<file path="src/rtl/qdiv_seq.sv">
// Sequential Q1.15 sign-magnitude fractional divider (restoring, one quotient bit per cycle).
// Optional macro QDIV_ROUND_EN adds a guard iteration and round-half-up of the magnitude.
module qdiv_seq #(
    parameter int N = 16,
    parameter int Q = N - 1
) (
    input  logic         clk,
    input  logic         rst_n,
    input  logic         start,
    input  logic [N-1:0] dividend,
    input  logic [N-1:0] divisor,
    output logic         busy,
    output logic         done,
    output logic [N-1:0] quotient,
    output logic         ovf,
    output logic         div_by_zero
);

`ifdef QDIV_ROUND_EN
    localparam int ITER = Q + 1;
`else
    localparam int ITER = Q;
`endif
    localparam int CW = $clog2(ITER + 1);

    typedef enum logic [1:0] {
        S_IDLE,
        S_CALC,
        S_DONE
    } state_t;

    state_t          r_state;
    logic [N-1:0]    r_rem;
    logic [Q-1:0]    r_div;
    logic [ITER-2:0] r_acc;
    logic [CW-1:0]   r_cnt;
    logic            r_sign;
    logic            r_busy;
    logic            r_done;
    logic [N-1:0]    r_quot;
    logic            r_ovf;
    logic            r_dbz;

    logic [Q-1:0]    w_a;
    logic [Q-1:0]    w_b;
    logic [N-1:0]    w_rem2;
    logic [N-1:0]    w_divExt;
    logic            w_ge;
    logic [N-1:0]    w_remNext;
    logic [ITER-1:0] w_accNext;
    logic [Q-1:0]    w_mag;

    assign w_a       = dividend[Q-1:0];
    assign w_b       = divisor[Q-1:0];
    assign w_rem2    = r_rem << 1;
    assign w_divExt  = {{(N-Q){1'b0}}, r_div};
    assign w_ge      = (w_rem2 >= w_divExt);
    assign w_remNext = w_ge ? (w_rem2 - w_divExt) : w_rem2;
    assign w_accNext = {r_acc, w_ge};

`ifdef QDIV_ROUND_EN
    // Guard bit is the last quotient bit; adding it to the truncated value rounds half up.
    logic [Q:0] w_sum;
    assign w_sum = {1'b0, w_accNext[ITER-1:1]} + {{Q{1'b0}}, w_accNext[0]};
    assign w_mag = w_sum[Q] ? {Q{1'b1}} : w_sum[Q-1:0];
`else
    assign w_mag = w_accNext;
`endif

    always_ff @(posedge clk or negedge rst_n) begin
        if (!rst_n) begin
            r_state <= S_IDLE;
            r_rem   <= '0;
            r_div   <= '0;
            r_acc   <= '0;
            r_cnt   <= '0;
            r_sign  <= 1'b0;
            r_busy  <= 1'b0;
            r_done  <= 1'b0;
            r_quot  <= '0;
            r_ovf   <= 1'b0;
            r_dbz   <= 1'b0;
        end else begin
            case (r_state)
                S_IDLE: begin
                    r_done <= 1'b0;
                    if (start) begin
                        r_busy <= 1'b1;
                        r_sign <= dividend[N-1] ^ divisor[N-1];
                        r_div  <= w_b;
                        if (w_b == '0) begin
                            // Zero divisor keeps the dividend's own sign; 0/0 yields plain zero.
                            r_dbz   <= 1'b1;
                            r_ovf   <= 1'b0;
                            r_quot  <= (w_a == '0) ? '0 : {dividend[N-1], {Q{1'b1}}};
                            r_done  <= 1'b1;
                            r_state <= S_DONE;
                        end else if (w_a >= w_b) begin
                            r_dbz   <= 1'b0;
                            r_ovf   <= 1'b1;
                            r_quot  <= {dividend[N-1] ^ divisor[N-1], {Q{1'b1}}};
                            r_done  <= 1'b1;
                            r_state <= S_DONE;
                        end else begin
                            r_rem   <= {{(N-Q){1'b0}}, w_a};
                            r_acc   <= '0;
                            r_cnt   <= CW'(ITER - 1);
                            r_state <= S_CALC;
                        end
                    end
                end
                S_CALC: begin
                    r_rem <= w_remNext;
                    r_acc <= w_accNext[ITER-2:0];
                    if (r_cnt == '0) begin
                        r_quot  <= {(w_mag != '0) ? r_sign : 1'b0, w_mag};
                        r_ovf   <= 1'b0;
                        r_dbz   <= 1'b0;
                        r_done  <= 1'b1;
                        r_state <= S_DONE;
                    end else begin
                        r_cnt <= r_cnt - 1'b1;
                    end
                end
                S_DONE: begin
                    r_done  <= 1'b0;
                    r_busy  <= 1'b0;
                    r_state <= S_IDLE;
                end
                default: begin
                    r_done  <= 1'b0;
                    r_busy  <= 1'b0;
                    r_state <= S_IDLE;
                end
            endcase
        end
    end

    assign busy        = r_busy;
    assign done        = r_done;
    assign quotient    = r_quot;
    assign ovf         = r_ovf;
    assign div_by_zero = r_dbz;

endmodule
</file>
<file path="config.mk">
export PLATFORM = sky130hd
export DESIGN_NAME = qdiv_seq
export DESIGN_NICKNAME = d
export VERILOG_FILES = /design/src/rtl/qdiv_seq.sv
export SDC_FILE = /design/constraint.sdc
export NUM_CORES = 1
export LEC_CHECK = 0
export CAP_MARGIN = 20
export CORE_MARGIN = 5
export CORE_UTILIZATION = 35
export DETAILED_ROUTE_END_ITERATION = 6
export PLACE_DENSITY = 0.51
export SYNTH_ARGS = -nofsm -noshare
export SYNTH_HDL_FRONTEND = slang
export SYNTH_SLANG_ARGS = --single-unit
export TNS_END_PERCENT = 5
</file>
<file path="constraint.sdc">
create_clock -name clk -period 4.5 [get_ports clk]
set_input_delay 0.9 -clock clk [delete_from_list [all_inputs] [get_ports clk]]
set_output_delay 0.9 -clock clk [all_outputs]
set_load 0.02 [all_outputs]
</file>
After elaboration in Yosys (flattened, before gate mapping):

Index checks and enable logic that the tools add are counted.

* bits in registers: 71
* logic and storage cells: 78
* output and inout bits: 20
* input port bits: 35

* $add $sub $neg: 2
* eq/ne operators: 7
* order comparisons: 2
* reduce and logical (&&, ||, !) cells: 12
* muxes and demuxes: 42
* bitwise operators: 2

Operators with widths (count)
* 16-bit 2-to-1 mux: 5
* 15-bit 2-to-1 mux: 4
* 14-bit 2-to-1 mux: 3
* 16-bit case mux with 2 select lines: 1
* 15-bit zero test: 2
* 15-bit case mux with 2 select lines: 1
* 14-bit case mux with 2 select lines: 1
* 16-bit by 15-bit greater-or-equal comparator with 1-bit output: 1
* 4-bit 2-to-1 mux: 4
* 15-bit greater-or-equal comparator: 1
* 15-bit nonzero test: 1
* 15-bit subtractor: 1
* 1-bit 2-to-1 mux: 13
* 2-bit inequality test (second input constant): 5
* 2-bit 2-to-1 mux: 4
* 1-bit case mux with 2 select lines: 4
* 4-bit case mux with 2 select lines: 1
* 4-bit AND reduction: 2
* 2-bit AND reduction: 3
* 5-bit AND reduction: 1
* 4-bit zero test: 1
* 2-bit case mux with 2 select lines: 1
* 4-bit by 1-bit subtractor with 4-bit output (second input constant): 1
* 3-bit inequality test (second input constant): 1
* 5 further kinds: 5

Logic depth before layout (Yosys ltp):

* depth in word-level cells: 5
* depth in mapped cells: 11
* gate-level depth less buffers: 10

Least setup slack after synthesis:

No wires, ideal clock.

* kind: input port to flip-flop
* from: input divisor[12]
* to: register r_rem[14]
* data arrival time: 2506 ps
* path buffers: 2
* data required time: 4373 ps
* stages: 11
* setup slack: 1866 ps
* library setup time: 127 ps
* cells stage by stage: inv_1 > ha_1 > a211o_1 > a21oi_2 > o211a_4 > o211ai_2 > and2_1 > buf_6 > buf_6 > a22oi_2 > nand3_1

* cells in the longest elaborated chain, start to end: 3
* elaborated cells between the ends (all ways): 5
* those cells by class: order compare: 1; eq/ne: 2; reduce/logical: 2

Ends and longest elaborated chain
* start: declaration: RTL line 11 `input logic [N-1:0] divisor,`
* 15-bit greater-or-equal comparator or 15-bit zero test (tied branches): RTL line 98, 91
* 2-bit inequality test (no source line)
* 4-bit AND reduction (no source line) (*)
* end signal: assignment: RTL line 105 `r_rem <= {{(N-Q){1'b0}}, w_a};`
* end signal: assignment: RTL line 113 `r_rem <= w_remNext;`
* end: declaration: RTL line 33 `logic [N-1:0] r_rem;`

Mark *: on every way between the ends. The rest lies on a longest branch, timed or not.
A chain may end at the register's enable or synchronous reset.

Worst setup path in the final report:

* from: input divisor[14]
* to: register r_quot[14], in the netlist quotient[14]

* cells in the longest elaborated chain, start to end: 4
* elaborated cells between the ends (all ways): 7
* those cells by class: order compare: 1; eq/ne: 1; mux: 3; reduce/logical: 2

Ends and longest elaborated chain
* parallel branches: the longest is 4 deep, another holds 15-bit greater-or-equal comparator
* end signal: assignment: RTL line 95 `r_quot <= (w_a == '0) ? '0 : {dividend[N-1], {Q{1'b1}}};`
* end signal: assignment: RTL line 101 `r_quot <= {dividend[N-1] ^ divisor[N-1], {Q{1'b1}}};`
* end signal: assignment: RTL line 116 `r_quot <= {(w_mag != '0) ? r_sign : 1'b0, w_mag};`
* end: declaration: RTL line 40 `logic [N-1:0] r_quot;`

Several ways; the timed one is not identified. The select of a mux whose other input is x is not followed.

==> summary.txt <==
status: finished, final reports clean
DR WL/cell: 17.04 microns
Multi-input gate area: 2440 sq um
Yosys reg bits: 71
Crit. End Element: flop
Max Slew Vio Count: 0
Die ar.: 15260 sq um
Slew @ Worst Pin: 1.010 ns
power per cell area: 828.2 nW/um^2
Worst R2R Start: r_rem[0]$_DFFE_PN0P_
Compound-Gate Fraction of Synth Area: 0.2499
mux contribution to synthesized area: 0.03384
synthesized instance count: 476
cts bufs inserted: 9
CP startpoint kind: primary input
Period minus WS final: 3.396 ns
design area: 5446 sq um
chip width: 123.5 microns
Detailed Route Iter0 Violations: 193
Max Fclk: 294.5 MHz
synth unique cells: 64
ys flop type: dfrtp_1
Post-synth EDFFs: 0
first-pass GRT wire length: 19510 microns
synthesized area: 4511 sq um
gp weighted congestion: 0.8399
Clk Latency, worst-skew pair: 0.34 ns
# hold bufs at CTS: 0
area fraction in and, or, nand and nor cells after synthesis: 0.1520
vias in the first global route: 3597
Via density: 5.165
Final #Nets: 594
core area: 12620 sq um
Syn. warnings: 0
Setup Buffers After CTS: 0
final setup violation count: 0
worst vdd ir: 372.2 uV
Worst-path clk slew: 0.06 ns
Cell Area, Placed: 5170 sq um
final hold vios: 0
initial antenna violation count: 0
leakage power: 2.395 nW
Die Y: 123.5 microns
Setup CP Type: primary input to flop
Final HPWL DP: 8695 microns
DRT antenna net count: 0
commonest cells after routing, fill and taps aside: dfrtp_1, clkdlybuf4s50_1, o21ai_0, nand2_1, inv_1
Synth Area in XOR/XNOR: 0.01359
FF-to-FF path depth: 9
DR vias: 3631
fin crit share: 0.7547
Area growth syn-to-layout: 20.75%
DRT Pass-1 Iters: 4
# fillers: 1257
WP data required: 4.72 ns
Sink Count: 71
GR Overflow Total: 0
CTS tree: built
clk buf depth: 2
commonest non-fill, non-tap cell in the layout: dfrtp_1
main combinational cell family by area after synthesis: compound AO/OA/AOI/OAI gates
Async S/R FF share, synth: 1.000
Reg area: 1777 sq um
Post-Route Setup TNS: 0 ns
crit-path max FO: 22
clock root buffer: clkbuf_16
CTS resizes: 0
relative slew slack: 0.3253
I/O pins: 55
Initial Utilization: 0.3574
layout cell share with drive strength beyond 1: 0.1149
number of max-cap violations: 0
Routed WL: 11980 microns
# DRC: 0
Ant. Diodes: 0
largest net degree at the start of global routing: 42
row count: 41
critical path arrival: 3.62 ns
reg2reg end: r_rem[13]$_DFFE_PN0P_
Worst Hold Class: primary input to asynchronous set/reset pin
Worst Skew: 0.006783 ns
gr usage total: 0.1678
port bufs: 54
adder-cell area share of the yosys netlist: 0.09043
synthesized net count: 543
RSZ-0062 raised after global routing: no
CTS H-tree depth: 3
post-synthesis sequential area ratio: 0.3939
flop2flop setup slack: 1.75 ns
Post-Syn Area per Cell: 9.476 sq um
==> worst max-delay path by stage <==
stage,from,cells after the start,slack [ns],end
2_1_floorplan,divisor[12],11,1.87,r_rem[14]$_DFFE_PN0P_
3_3_place_gp,divisor[14],10,0.82,quotient[5]$_DFFE_PN0P_
3_5_place_dp,divisor[14],10,0.78,quotient[14]$_DFFE_PN0P_
4_1_cts,divisor[14],10,1.11,quotient[14]$_DFFE_PN0P_
5_1_grt,divisor[12],10,0.89,quotient[5]$_DFFE_PN0P_
6_report,divisor[14],10,1.10,quotient[14]$_DFFE_PN0P_
==> state kept, by name (all words and copies together) (netlist names) <==
register and cells:
div_by_zero 1, r_state 2, r_div 15, ovf 1, quotient 16, r_rem 15
r_acc 14, done 1, busy 1, r_sign 1, r_cnt 4
==> critical path: stages <==
cell and delay (ns):
clkdlybuf4s50_1 0.52, inv_1 0.07, ha_1 0.29, nand4_1 0.17, or3_1 0.46, o21ai_2 0.15, a22o_1 0.48, buf_4 0.37
o21ai_2 0.09, o21a_1 0.11
==> per-layer routing <==
| layer | GRT usage | vias to the layer above | part of all wire |
|---|---|---|---|
| met2 | 0.2463 | 64 | 0.43 |
| met5 | 0 | - | 0 |
| met3 | 0.02928 | 13 | 0.039 |
| met1 | 0.2453 | 1751 | 0.51 |
| met4 | 0.06367 | 0 | 0.016 |
| li1 | - | 1803 | - |
==> synthesized netlist by cell type (5+ instances only) <==
library cell	number	area, sq um
mux2i_1	13	130.1
buf_6	7	78.83
a21oi_1	14	70.07
xnor2_1	5	43.79
nand4_1	6	37.54
nor2b_1	6	37.54
o21ai_2	14	122.6
o21a_1	20	150.1
o211ai_1	6	45.04
a211o_1	5	43.79
a22o_1	14	122.6
o21ai_0	43	215.2
dfrtp_1	71	1777
ha_1	31	387.9
nor4_1	5	31.28
nor2_1	37	138.9
inv_1	40	150.1
nand2_1	42	157.7
nand3_1	7	35.03
clkbuf_1	10	37.54
==> logic make-up (layout without fill, tap and decap cells) <==
kind of cell / after synthesis / in the layout
AOI/OAI and AO/OA: 154 / 154
xor gates and xnor gates: 7 / 7
adders and majority gates: 32 / 32
buffers and inverters: 62 / 117
DFF: 71 / 71
muxes: 15 / 15
and+or+nand+nor: 135 / 135
==> layout make-up <==
cell class | count | area share
clock buffer | 11 | 0.04273
clock inverter | 4 | 0.004365
inverter | 40 | 0.02757
multi-input combinational | 343 | 0.4480
sequential | 71 | 0.3262
tap | 172 | 0.03951
timing repair buffer | 62 | 0.1116
==> stage by stage <==
step | utilization | hold slack, ns | std cells | total power (W) | worst slack, ns
floorplan | - | 0.4672 | 476 | 0.003224 | 1.866
global placement | 0.4097 | 0.4768 | 687 | 0.003862 | 0.8170
detailed placement | 0.4097 | 0.4800 | 687 | 0.003880 | 0.7763
CTS | 0.4300 | 0.4930 | 702 | 0.004537 | 1.114
global route | 0.4316 | 0.4963 | 703 | 0.004895 | 0.8949
finish | 0.4316 | 0.4690 | 703 | 0.004511 | 1.104
==> power breakdown <==
group | switching (W) | internal, W
combinational | 0.00157 | 0.00116
sequential | 0.000202 | 0.000939
clock | 0.000275 | 0.000368
total | 0.00204 | 0.00247
No activity file was read; power rests on OpenSTA's default activity.
